**config.mk**
```make
export PLATFORM = sky130hd
export DESIGN_NAME = multicycle_ctrl
export DESIGN_NICKNAME = d
export VERILOG_FILES = /design/src/rtl/multicycle_ctrl.sv
export SDC_FILE = /design/constraint.sdc
export NUM_CORES = 1
export LEC_CHECK = 0
export BUFFER_PORTS_ARGS = -buffer_cell sky130_fd_sc_hd__buf_2
export CORE_AREA = 2 2 82 84
export CTS_CLUSTER_DIAMETER = 50
export DETAILED_ROUTE_END_ITERATION = 8
export DIE_AREA = 0 0 84 86
export GPL_TIMING_DRIVEN = 0
export PLACE_DENSITY = 0.7
export SLEW_MARGIN = 20
export SYNTH_ARGS = -nofsm -noshare
export SYNTH_HDL_FRONTEND = slang
export SYNTH_SLANG_ARGS = --single-unit
```
**constraint.sdc**
```tcl
create_clock -name clk_i -period 3.66 [get_ports clk_i]
set_clock_uncertainty 0.15 [all_clocks]
set_input_delay 0.915 -clock clk_i [delete_from_list [all_inputs] [get_ports clk_i]]
set_output_delay 0.915 -clock clk_i [all_outputs]
set_load 0.1 [all_outputs]
```
**src/rtl/multicycle_ctrl.sv**
```systemverilog
// Multicycle instruction sequencer: IDLE/FETCH/DECODE/EXEC/WB/HALT with Moore, registered strobes.
// Define MULTICYCLE_CTRL_HALT_ON_ILLEGAL_EN to halt on an illegal opcode instead of treating it as a NOP.
module multicycle_ctrl #(
   parameter int unsigned FETCH_TIMEOUT = 15
) (
   input  logic        clk_i,
   input  logic        rst_i,
   input  logic        start_i,
   input  logic        stop_i,
   input  logic [6:0]  op_i,
   input  logic        imem_ready_i,
   output logic        imem_req_o,
   output logic        ir_we_o,
   output logic        pc_we_o,
   output logic        rf_we_o,
   output logic        alu_src_o,
   output logic [1:0]  alu_op_o,
   output logic        busy_o,
   output logic [2:0]  state_o,
   output logic        illegal_o,
   output logic        timeout_o,
   output logic [31:0] instr_cnt_o
);

   typedef enum logic [2:0] {
      S_IDLE   = 3'd0,
      S_FETCH  = 3'd1,
      S_DECODE = 3'd2,
      S_EXEC   = 3'd3,
      S_WB     = 3'd4,
      S_HALT   = 3'd5
   } state_t;

   localparam logic [6:0] OP_R      = 7'b0110011;
   localparam logic [6:0] OP_I      = 7'b0010011;
   localparam logic [7:0] WAIT_LAST = 8'(FETCH_TIMEOUT - 1);

   state_t      state;
   logic [7:0]  wait_cnt;
   logic        dec_legal;
   logic        dec_alu_src;
   logic [1:0]  dec_alu_op;

   logic        op_legal;
   logic        op_alu_src;
   logic [1:0]  op_alu_op;

   always_comb begin
      op_legal   = 1'b0;
      op_alu_src = 1'b0;
      op_alu_op  = 2'b00;
      case (op_i)
         OP_R: begin
            op_legal  = 1'b1;
            op_alu_op = 2'b10;
         end
         OP_I: begin
            op_legal   = 1'b1;
            op_alu_src = 1'b1;
         end
         default: ;
      endcase
   end

   assign state_o = state;

   // Every output is a register loaded on the same edge as the state it belongs to.
   always_ff @(posedge clk_i or negedge rst_i) begin
      if (!rst_i) begin
         state       <= S_IDLE;
         wait_cnt    <= '0;
         dec_legal   <= 1'b0;
         dec_alu_src <= 1'b0;
         dec_alu_op  <= 2'b00;
         imem_req_o  <= 1'b0;
         ir_we_o     <= 1'b0;
         pc_we_o     <= 1'b0;
         rf_we_o     <= 1'b0;
         alu_src_o   <= 1'b0;
         alu_op_o    <= 2'b00;
         busy_o      <= 1'b0;
         illegal_o   <= 1'b0;
         timeout_o   <= 1'b0;
         instr_cnt_o <= '0;
      end else begin
         ir_we_o <= 1'b0;
         pc_we_o <= 1'b0;
         rf_we_o <= 1'b0;
         case (state)
            S_IDLE: begin
               if (start_i) begin
                  state      <= S_FETCH;
                  imem_req_o <= 1'b1;
                  busy_o     <= 1'b1;
                  wait_cnt   <= '0;
               end
            end
            S_FETCH: begin
               // Ready is tested first so it wins on the final wait cycle.
               if (imem_ready_i) begin
                  state      <= S_DECODE;
                  imem_req_o <= 1'b0;
                  ir_we_o    <= 1'b1;
               end else if (wait_cnt == WAIT_LAST) begin
                  state      <= S_HALT;
                  imem_req_o <= 1'b0;
                  timeout_o  <= 1'b1;
               end else begin
                  wait_cnt <= wait_cnt + 8'd1;
               end
            end
            S_DECODE: begin
               state       <= S_EXEC;
               dec_legal   <= op_legal;
               dec_alu_src <= op_alu_src;
               dec_alu_op  <= op_alu_op;
               alu_src_o   <= op_alu_src;
               alu_op_o    <= op_alu_op;
               if (!op_legal)
                  illegal_o <= 1'b1;
            end
            S_EXEC: begin
`ifdef MULTICYCLE_CTRL_HALT_ON_ILLEGAL_EN
               if (!dec_legal) begin
                  state     <= S_HALT;
                  alu_src_o <= 1'b0;
                  alu_op_o  <= 2'b00;
               end else begin
                  state   <= S_WB;
                  pc_we_o <= 1'b1;
                  rf_we_o <= 1'b1;
               end
`else
               state     <= S_WB;
               pc_we_o   <= 1'b1;
               rf_we_o   <= dec_legal;
               illegal_o <= 1'b0;
`endif
            end
            S_WB: begin
               alu_src_o <= 1'b0;
               alu_op_o  <= 2'b00;
               if (dec_legal && (instr_cnt_o != 32'hFFFF_FFFF))
                  instr_cnt_o <= instr_cnt_o + 32'd1;
               if (stop_i) begin
                  state  <= S_IDLE;
                  busy_o <= 1'b0;
               end else begin
                  state      <= S_FETCH;
                  imem_req_o <= 1'b1;
                  wait_cnt   <= '0;
               end
            end
            S_HALT: begin
               state <= S_HALT;
            end
            default: begin
               state      <= S_IDLE;
               imem_req_o <= 1'b0;
               busy_o     <= 1'b0;
               alu_src_o  <= 1'b0;
               alu_op_o   <= 2'b00;
            end
         endcase
      end
   end

endmodule

```
; Word-level counts from Yosys, hierarchy flattened
; Index checks and enable logic that the tools add are counted.
[totals]
reg_bits = 54
input_bits = 12
wordCells = 77
[op_classes]
addsub = 2
eq_ne = 16
muxes = 28
n_bitwise = 3
n_reduce_logical = 15
[ops]
columns = cell, n
row1 = $add 32x1->32 const B, 1
row2 = $mux 8, 4
row3 = $ne 32x32->1 const B, 1
row4 = $pmux 8 s3, 1
row5 = $pmux 3 s6, 1
row6 = $mux 1, 13
row7 = $ne 2x2->1 const B, 6
row8 = $mux 3, 3
row9 = $add 8x1->8 const B, 1
row10 = $eq 8x4->1 const B, 1
row11 = $reduce_or 4->1, 2
row12 = $eq 7x5->1 const B, 1
row13 = $eq 7x6->1 const B, 1
row14 = $eq 3x2->1 const B, 2
row15 = $eq 3x3->1 const B, 2
row16 = $reduce_and 2->1, 3
row17 = $reduce_and 3->1, 2
row18 = $reduce_and 5->1, 1
row19 = $pmux 1 s2, 2
row20 = $pmux 1 s4, 1
row21 = $pmux 2 s2, 1
row22 = $reduce_and 4->1, 1
row23 = $eq 3x1->1 const B, 1
row24 = $logic_not 3->1, 1
row25 = other kinds (9), 11

; Logic depth before layout (Yosys ltp)
; Gate-level depths: netlist (run 1).
[logic_depth]
depth_word = 5
depth_mapped = 8
ltp_nobuf = 7

; Least setup slack after synthesis (run 1)
; Ideal clock, no wire load.
[synth_timing]
kind = reg2reg
start = reg instr_cnt_o[0]
end = reg instr_cnt_o[1]
setup_time_ns = 0.126
t_arrival_ns = 2.557
required_time_ns = 3.384
slack_ns = 0.827
path_stages_with_launch = 7
path_buffers = 0
cell_sequence = dfrtp_1 ha_1 nand3_1 nor4_4 a31oi_4 nand2_1 mux2_2
[synth_between]
elab_chain_cells = 3
word_cells_on_any_way = 4
classes_between = add/sub (1) / eq/ne (1) / reduce/logical (2)
[synth_lines]
columns = element, line
row1 = start: declaration, 22  ; output logic [31:0] instr_cnt_o
row2 = start signal: assignment, 144  ; instr_cnt_o <= instr_cnt_o + 32'd1;
row3 = "parallel branches: the longest is 3 deep, another holds $add 32x1->32", n/a
; Parallel ways; which one is timed is not known.
; A chain may end at the register's enable or synchronous reset.

; Worst setup path after layout (run 1)
; Same ends and word-level chain as after synthesis.

==> out/summary.txt, run 1 <==
Fillers -> 590
clock power share -> 18.4%
Syn Inst Count -> 274
first-pass GRT wire length -> 10400 microns
synth top area cells -> dfrtp_1, xnor2_1, nand4_1
Synth Area in Compound Gates -> 10.2%
Synth top cells by count -> dfrtp_1, xnor2_1, nand2_1, nand3_1, nand4_1
RSZ-0062 raised after global routing -> no
synth unique cells -> 44
cell-by-cell trace of the critical path -> ha_1 -> nand3_1 -> nor4_4 -> a31oi_4 -> nand2_1 -> mux2_2
DRT Pass-1 Iters -> 4
Routed WL per cell -> 14.5 microns
die area -> 0.00722 sq mm
met2 WL -> 2930 microns
WL met1 -> 2730 microns
final setup vio count -> 0
critical path peak fanout -> 10
H-tree depth -> 2
top routing layer in use -> met4
Synth top area share -> 48.3%
Clock Path Buffers -> 2
status -> finished clean
Rel. slew slack -> 51.5%
Sequential Power Share -> 40.1%
post-layout instance area -> 0.00320 sq mm
row cnt -> 29
width of the die -> 84 microns
FFs w/ async S/R, synth -> 100%
CP Buf/Inv Count -> 0
overall global routing resource usage -> 17.2%
routability cong. -> 0.866
Max Cap Viol -> 0
mapped cell area -> 0.00274 sq mm
CP required -> 3710 ps
DRT antenna net count -> 0
main combinational cell family by area after synthesis -> simple AND/OR/NAND/NOR gates
DR vias -> 2291
DRC violations left -> 0
Die Ht -> 86 microns
Post-synth EDFFs -> 0
Post-CTS Resized -> 0
final hold vios -> 0
critical path's top delay family -> simple AND/OR/NAND/NOR gates
most numerous cell in the Yosys netlist -> dfrtp_1
port bufs -> 55
initial antenna violation count -> 0
CTS Sinks -> 53
Post-Synth Adder-Cell Area -> 1.37%
Simple-Gate Fraction of Synth Area -> 27.0%
multiplexer area fraction after synthesis -> 0.410%
Pint -> 0.924 mW
I/O pin cnt -> 57
fin. max-slew vios -> 0
Via-to-Cell Ratio -> 5.53
ys flop type -> dfrtp_1
Clk Latency, worst-skew pair -> 300 ps
Final min period -> 2410 ps
Reg with most FFs -> instr_cnt_o
slowest CP cell -> nor4_4
switching power -> 0.819 mW
Area Overhead vs Synth -> 16.6%
post-DP HPWL -> 4340 microns
clock buffer count from CTS -> 5
Setup crit end kind -> flop
fin crit share -> 65.9%
Final WS setup -> 1250 ps
CTS tree -> built
largest net degree at the start of global routing -> 54
startpoint types -> flop
Post-Place Worst Slack -> 1210 ps
HP Class -> flop to flop
post-synth net total -> 289
max reg flops -> 32
Root Driver -> clkbuf_8
FMAX -> 414 MHz
Slew @ Worst Pin -> 722 ps
Antenna Cells -> 0
WS Path Type -> flop to flop
leading area contributor after synthesis -> dfrtp_1
final net count -> 351
Starting Density -> 43.7%
register area share after synthesis -> 48.3%
worst stage delay on the critical path -> 520 ps
setup TNS -> 0 ps
post-CTS setup buffer count -> 0
Core Region -> 0.00628 sq mm
fraction of layout cells with a size suffix above 1 -> 21.1%
Detailed Route WL -> 5990 microns
P per Cell Area -> 545 mW/mm^2
synth warn -> 0
Synth Area in XOR/XNOR -> 10.2%
placed cell area -> 0.00312 sq mm
worst vdd rail ir drop -> 0.817 mV
met3 WL post-DR -> 275 microns
combinational power share -> 41.5%
drt initial violations -> 117
Remaining Overflow, GRT -> 0
Lkg Pwr -> 1.56 nW
Clk pin slew, worst setup/hold paths -> 90 ps
Sw Share -> 47.0%
vias in the first global route -> 2246
CP arrival -> 2460 ps
average size of a mapped cell -> 10.0 sq um
register bit total from synthesis -> 53
hold buffer count at cts -> 0
## cell type report
| cell class | instances | area [sq um] | area share (%) |
|---|---|---|---|
| Multi-Input combinational cell | 205 | 1350 | 42.3 |
| Sequential cell | 53 | 1330 | 41.5 |
| Buffer | 7 | 31.3 | 0.978 |
| Timing Repair Buffer | 55 | 278 | 8.69 |
| Tap cell | 77 | 96.3 | 3.01 |
| Inverter | 9 | 33.8 | 1.06 |
| Clock buffer | 8 | 80.1 | 2.50 |
## worst paths after layout
kind	from	endpoint	slack, ps	cells past startpoint
max in group asynchronous	rst_i	alu_op_o[1]	2440	1
min	timeout_o	timeout_o	320	1
min reg2reg	timeout_o	timeout_o	320	1
min in group asynchronous	rst_i	instr_cnt_o[9]	480	1
max reg2reg	instr_cnt_o[0]	instr_cnt_o[1]	1250	6
max	instr_cnt_o[0]	instr_cnt_o[1]	1250	6
## power by group through the flow
stage / logic (mW) / registers [mW] / clock network, mW
4_1_cts: 0.726 / 0.699 / 0.331
3_5_place_dp: 0.723 / 0.711 / 0
5_1_grt: 0.773 / 0.710 / 0.349
6_report: 0.724 / 0.698 / 0.321
2_1_floorplan: 0.242 / 1.05 / 0
3_3_place_gp: 0.720 / 0.710 / 0
## cells in the final DEF (no fill, tap or decap), types with 2 or more instances in the layout
cell type | netlist | routed
dfrtp_1 | 53 | 53
nand3_1 | 22 | 22
xnor2_1 | 24 | 24
nor4b_1 | 2 | 2
nand4_1 | 19 | 19
nor3_1 | 4 | 4
nor2b_1 | 3 | 3
nand2b_1 | 2 | 2
xor2_1 | 8 | 8
buf_4 | 1 | 2
and4_1 | 2 | 2
and2_1 | 5 | 5
a31oi_4 | 2 | 2
nor2_1 | 18 | 18
and3_1 | 8 | 8
nor4_1 | 5 | 5
a21o_1 | 3 | 3
nand2_1 | 23 | 23
o21ai_0 | 17 | 17
a21oi_1 | 5 | 5
a31oi_1 | 4 | 4
clkbuf_1 | 5 | 8
nor4_4 | 2 | 2
or3_1 | 3 | 3
inv_1 | 9 | 9
a211oi_1 | 2 | 2
ha_1 | 3 | 3
clkbuf_8 | 0 | 5
buf_2 | 1 | 55
o31ai_1 | 4 | 4
## through the flow
| step | utilization (%) | total power, mW | hold WS [ps] | cells |
|---|---|---|---|---|
| 5_1_grt | 50.9 | 1.83 | 330 | 414 |
| 4_1_cts | 50.9 | 1.76 | 324 | 414 |
| 2_1_floorplan | - | 1.29 | 325 | 274 |
| 6_report | 50.9 | 1.74 | 322 | 414 |
| 3_5_place_dp | 49.7 | 1.43 | 294 | 406 |
| 3_3_place_gp | 49.6 | 1.43 | 294 | 406 |
## per-layer routing
metal	vias up	GRT usage, %
met5	-	0
li1	1112	-
met2	60	29.9
met3	7	3.37
met1	1112	21.9
met4	0	5.28
## logic make-up (layout without fill, tap and decap cells)
| family | after synthesis | count (layout) |
|---|---|---|
| adder cells (fa/ha/maj) | 3 | 3 |
| AND/OR/NAND/NOR | 128 | 128 |
| buffers and inverters | 16 | 79 |
| AO/OA/AOI/OAI | 40 | 40 |
| flip-flops | 53 | 53 |
| multiplexers | 1 | 1 |
| XOR/XNOR | 32 | 32 |
| other | 1 | 1 |
Power figures use the tool's default switching activity.
==> run 2: changes to the inputs <==
Settings changed: PLACE_DENSITY 0.7 to 0.72.
Clock period 3.66 ns to 2.15 ns, I/O delays scaled along.
==> run 2 against run 1 <==
Net effect: via count up 2.1%; critical path depth shrank 1; global-route usage increased by 0.91 points; routed wire length increased by 4.9%; sequential power is 76% higher; total power increased by 80%; sequential share of layout area shrank 0.28 points; fmax rose by 17%; register-to-register slack worse by 1200 ps; clock-buffer cell count is 2 lower; die area unchanged; largest power group unchanged; highest routed layer unchanged.
==> out/summary.txt, run 2 (synthesis gave the netlist of run 1 again) <==
CP Buf/Inv Count -> 0
final setup vio count -> 0
port bufs -> 55
Clock Path Buffers -> 2
status -> finished clean
area of the multi-input gates -> 0.00143 sq mm
startpoint types -> flop
CP arrival -> 2120 ps
R2R setup slack -> 90 ps
die area -> 0.00722 sq mm
largest net degree at the start of global routing -> 54
Area Overhead vs Synth -> 26.3%
Final WS setup -> 91.6 ps
WS Path Type -> flop to flop
CP required -> 2210 ps
Clk pin slew, worst setup/hold paths -> 100 ps
final hold vios -> 0
Lkg Pwr -> 1.58 nW
Final min period -> 2060 ps
Placed Instances -> 406
post-DP HPWL -> 4430 microns
Via-to-Cell Ratio -> 5.52
sequential cell area -> 0.00143 sq mm
width of the die -> 84 microns
first-pass GRT wire length -> 10600 microns
setup TNS -> 0 ps
Reg with most FFs -> instr_cnt_o
non-filler cells, final -> 424
fraction of layout cells with a size suffix above 1 -> 38.3%
Post-Place Worst Slack -> -106 ps
Fillers -> 564
CTS Sinks -> 53
fin. max-slew vios -> 0
FMAX -> 486 MHz
commonest non-fill, non-tap cell in the layout -> buf_2
CTS tree -> built
Final Core Density -> 55.2%
WHS -> 92.8 ps
clock buffer count from CTS -> 5
P per Cell Area -> 907 mW/mm^2
RSZ-0062 raised after global routing -> yes
HP Class -> input port to asynchronous set/reset pin
Clk Latency, worst-skew pair -> 320 ps
drt initial violations -> 155
worst vdd rail ir drop -> 1.10 mV
fin crit share -> 95.7%
Die Ht -> 86 microns
DRC violations left -> 0
Root Driver -> clkbuf_8
Detailed Route WL -> 6290 microns
final net count -> 361
vias in the first global route -> 2280
slowest CP cell -> dfrtp_2
Rel. slew slack -> 55.4%
Core Region -> 0.00628 sq mm
Starting Density -> 43.7%
Max Cap Viol -> 0
max reg flops -> 32
most frequent cells in the layout -> buf_2, xnor2_1, dfrtp_4, nand2_1, nand3_1
DR vias -> 2339
cell-by-cell trace of the critical path -> or3b_4 -> or3_4 -> a31oi_4 -> nand4_1 -> xnor2_1
critical path's top delay family -> simple AND/OR/NAND/NOR gates
I/O pin cnt -> 57
Slew @ Worst Pin -> 669 ps
Routed WL per cell -> 14.8 microns
Remaining Overflow, GRT -> 0
critical path peak fanout -> 6
row cnt -> 29
overall global routing resource usage -> 18.2%
DRT antenna net count -> 0
routability cong. -> 0.806
worst stage delay on the critical path -> 460 ps
Setup crit end kind -> flop
DRT Pass-1 Iters -> 4
Antenna Cells -> 0
initial antenna violation count -> 0
H-tree depth -> 2
[run 2: cell types whose count changed in the layout (fill, tap and decap cells not counted), sizes merged]
cell    change
clkinv      +2
clkbuf      -2
buf        +10
[run 2: cell type report]
cell class / instances / share of cell area, %
timing repair buffer: 66 / 10.3
buffer: 6 / 0.830
tap: 77 / 2.78
inverter: 9 / 0.975
sequential: 53 / 41.2
clock buffer: 6 / 2.38
clock inverter: 2 / 0.397
multi-input combinational: 205 / 41.1
[run 2: worst register-to-register path, delay by kind of cell (launching register included)]
family / cells / cell delay [ps]
XOR/XNOR: 1 / 150
AO/OA/AOI/OAI: 1 / 270
flip-flops: 1 / 460
AND/OR/NAND/NOR: 3 / 920
[run 2: power breakdown]
part / switching (mW) / total, mW / internal, mW
registers: 0.118 / 1.23 / 1.12
logic: 1.00 / 1.31 / 0.311
clock network: 0.338 / 0.599 / 0.262
[run 2: final timing paths]
path                       cells after the start        from              end
max reg2reg                                    5  state_o[0]  instr_cnt_o[26]
max in group asynchronous                      1       rst_i  instr_cnt_o[18]
min                                            1       rst_i  instr_cnt_o[25]
min in group clk_i                             2     op_i[5]        alu_src_o
min reg2reg                                    1   timeout_o        timeout_o
max                                            5  state_o[0]  instr_cnt_o[26]
[run 2: metrics by stage]
step / area [sq um] / power, mW
after global routing: 3470 / 3.32
after global placement: 3260 / 2.49
after CTS: 3400 / 3.11
after floorplan: 2880 / 2.25
after detailed placement: 3260 / 2.49
final: 3470 / 3.14
[run 2: timing repair]
item / CTS / global route
pin swaps: 3 / 3
endpoints found under the setup margin: 13 / 20
setup buffers: 4 / 7
hold buffers: 0 / 0
gates resized for setup: 3 / 10
[run 2: metal layers]
layer / part of all wire, % / wire length [microns] / vias up / global-route usage, %
met5: 0 / 0 / - / 0
met2: 47 / 2980 / 62 / 30.5
met3: 3.7 / 234 / 11 / 3.27
met4: 2.0 / 126 / 0 / 7.18
met1: 47 / 2950 / 1139 / 23.4
li1: - / - / 1127 / -
==> run 3: changes to the inputs <==
--- a/config.mk
+++ b/config.mk
@@ -7,9 +7,10 @@
 export LEC_CHECK = 0
+export ABC_AREA = 1
 export BUFFER_PORTS_ARGS = -buffer_cell sky130_fd_sc_hd__buf_2
-export CORE_AREA = 2 2 82 84
+export CORE_AREA = 2 2 126 67
 export CTS_CLUSTER_DIAMETER = 50
 export DETAILED_ROUTE_END_ITERATION = 8
-export DIE_AREA = 0 0 84 86
+export DIE_AREA = 0 0 128 69
 export GPL_TIMING_DRIVEN = 0
-export PLACE_DENSITY = 0.72
+export PLACE_DENSITY = 0.71
 export SLEW_MARGIN = 20
--- a/constraint.sdc
+++ b/constraint.sdc
@@ -4,2 +4,2 @@
 set_output_delay 0.5375 -clock clk_i [all_outputs]
-set_load 0.1 [all_outputs]
+set_load 0.005 [all_outputs]
==> run 3 against run 2 <==
Net effect: fmax grew 3.3%; clock-buffer cell count is the same; largest cell class is now multi-input combinational cells; critical path depth grew 6.
==> out/summary.txt, run 3 <==
status -> finished clean
clock power share -> 30.7%
DRT antenna net count -> 0
drt initial violations -> 233
setup TNS -> 0 ps
Setup crit end kind -> flop
Post-Place Worst Slack -> 47.9 ps
area of the multi-input gates -> 0.00181 sq mm
synth top area cells -> dfrtp_1, nand2_1, nor2_1
Detailed Route WL -> 9280 microns
CTS tree -> built
CP arrival -> 2040 ps
DRC violations left -> 0
Reg with most FFs -> instr_cnt_o
Die Ht -> 69 microns
Rel. slew slack -> 54.8%
width of the die -> 128 microns
final setup vio count -> 0
Synth top cells by count -> nand2_1, nor2_1, dfrtp_1, inv_1, nand3_1
synth unique cells -> 32
CTS Sinks -> 53
FMAX -> 502 MHz
switching power -> 1.10 mW
overall global routing resource usage -> 22.0%
register area share after synthesis -> 39.3%
post-DP HPWL -> 7090 microns
Max Cap Viol -> 0
Area Overhead vs Synth -> 17.1%
critical path peak fanout -> 10
H-tree depth -> 2
Via-to-Cell Ratio -> 5.05
Clk pin slew, worst setup/hold paths -> 80 ps
DR vias -> 3270
Slew @ Worst Pin -> 678 ps
RSZ-0062 raised after global routing -> no
CP required -> 2200 ps
fin crit share -> 92.6%
average size of a mapped cell -> 6.96 sq um
Routed WL per cell -> 14.3 microns
most numerous cell in the Yosys netlist -> nand2_1
Starting Density -> 43.7%
post-synth net total -> 499
Sequential Power Share -> 40.9%
startpoint types -> flop
first-pass GRT wire length -> 15100 microns
cell-by-cell trace of the critical path -> ha_2 -> inv_1 -> nor2_4 -> nand2_2 -> nor2_4 -> nand2_4 -> nand2_4 -> nor2_4 -> buf_6 -> nand2_1 -> nand2_1
max reg flops -> 32
Core Region -> 0.00771 sq mm
fraction of layout cells with a size suffix above 1 -> 17.9%
worst vdd rail ir drop -> 0.549 mV
largest net degree at the start of global routing -> 54
initial antenna violation count -> 0
Fillers -> 753
Final WS setup -> 158 ps
Root Driver -> clkbuf_16
Antenna Cells -> 0
worst stage delay on the critical path -> 420 ps
mapped cell area -> 0.00337 sq mm
hold buffer count at cts -> 0
final hold vios -> 0
ys flop type -> dfrtp_1
combinational power share -> 28.3%
register bit total from synthesis -> 53
WS Path Type -> flop to flop
die area -> 0.00883 sq mm
Post-CTS Resized -> 0
leading area contributor after synthesis -> dfrtp_1
P per Cell Area -> 781 mW/mm^2
sequential cell area -> 0.00133 sq mm
Sw Share -> 35.7%
CP Buf/Inv Count -> 2
HP Class -> input port to asynchronous set/reset pin
critical path's top delay family -> simple AND/OR/NAND/NOR gates
post-CTS setup buffer count -> 0
Final min period -> 1990 ps
Remaining Overflow, GRT -> 0
fin. max-slew vios -> 0
FFs w/ async S/R, synth -> 100%
port bufs -> 55
row cnt -> 23
Final Core Density -> 51.2%
Synth top area share -> 39.3%
Syn Inst Count -> 484
CP dominant cell by count -> nor2_4
most frequent cells in the layout -> nand2_1, nor2_1, buf_2, dfrtp_1, inv_1
commonest non-fill, non-tap cell in the layout -> nand2_1
Clock Path Buffers -> 2
Clk Latency, worst-skew pair -> 310 ps
I/O pin cnt -> 57
clock buffer count from CTS -> 5
synth warn -> 0
DRT Pass-1 Iters -> 5
routability cong. -> 0.951
final net count -> 561
vias in the first global route -> 2916
Pint -> 1.98 mW
slowest CP cell -> dfrtp_1
Lkg Pwr -> 2.05 nW
Post-synth EDFFs -> 0
## run 3: final timing paths
check                                from         endpoint  slack, ps  cells past startpoint
max in group asynchronous           rst_i   instr_cnt_o[0]       1240                      1
min                                 rst_i   instr_cnt_o[9]        120                      1
min in group clk_i                op_i[5]        alu_src_o        280                      2
max                        instr_cnt_o[1]  instr_cnt_o[31]        160                     11
min reg2reg                     timeout_o        timeout_o        340                      1
max reg2reg                instr_cnt_o[1]  instr_cnt_o[31]        160                     11
## run 3: layout make-up
type                       count  area share, %
buffer                         8           2.41
clock buffer                   6           3.26
clock inverter                 2          0.983
inverter                      39           3.71
multi-input combinational    384           45.8
sequential                    53           33.6
tap                          100           3.17
timing repair buffer          55           7.04
## run 3: power groups by stage
stage / sequential, mW / clock (mW) / combinational (mW)
final: 1.26 / 0.947 / 0.874
after global routing: 1.28 / 1.01 / 0.999
after CTS: 1.25 / 0.958 / 0.873
after detailed placement: 1.27 / 0 / 0.861
after global placement: 1.26 / 0 / 0.842
after floorplan: 1.25 / 0 / 0.578
## run 3: cell families after synthesis
logic type,share of synthesized area (%)
xor gates and xnor gates,4.42
and+or+nand+nor,44.3
AOI/OAI and AO/OA,3.53
buffers and inverters,7.16
DFF,39.3
other,0.111
adders and majority gates,1.11
## run 3: routing by layer
metal / track usage (%) / vias to the layer above / share of wire, %
li1: - / 1626 / -
met1: 36.5 / 1526 / 54
met2: 27.6 / 110 / 37
met3: 5.51 / 8 / 8.0
met4: 4.76 / 0 / 0.93
met5: 0 / - / 0
## run 3: per-stage QoR
step	power [mW]	instance area [sq um]	cells	hold slack, ps
5_1_grt	3.29	3950	647	185
6_report	3.08	3950	647	116
2_1_floorplan	1.83	3370	484	91.9
3_5_place_dp	2.13	3770	639	315
4_1_cts	3.09	3940	647	148
3_3_place_gp	2.11	3770	639	298
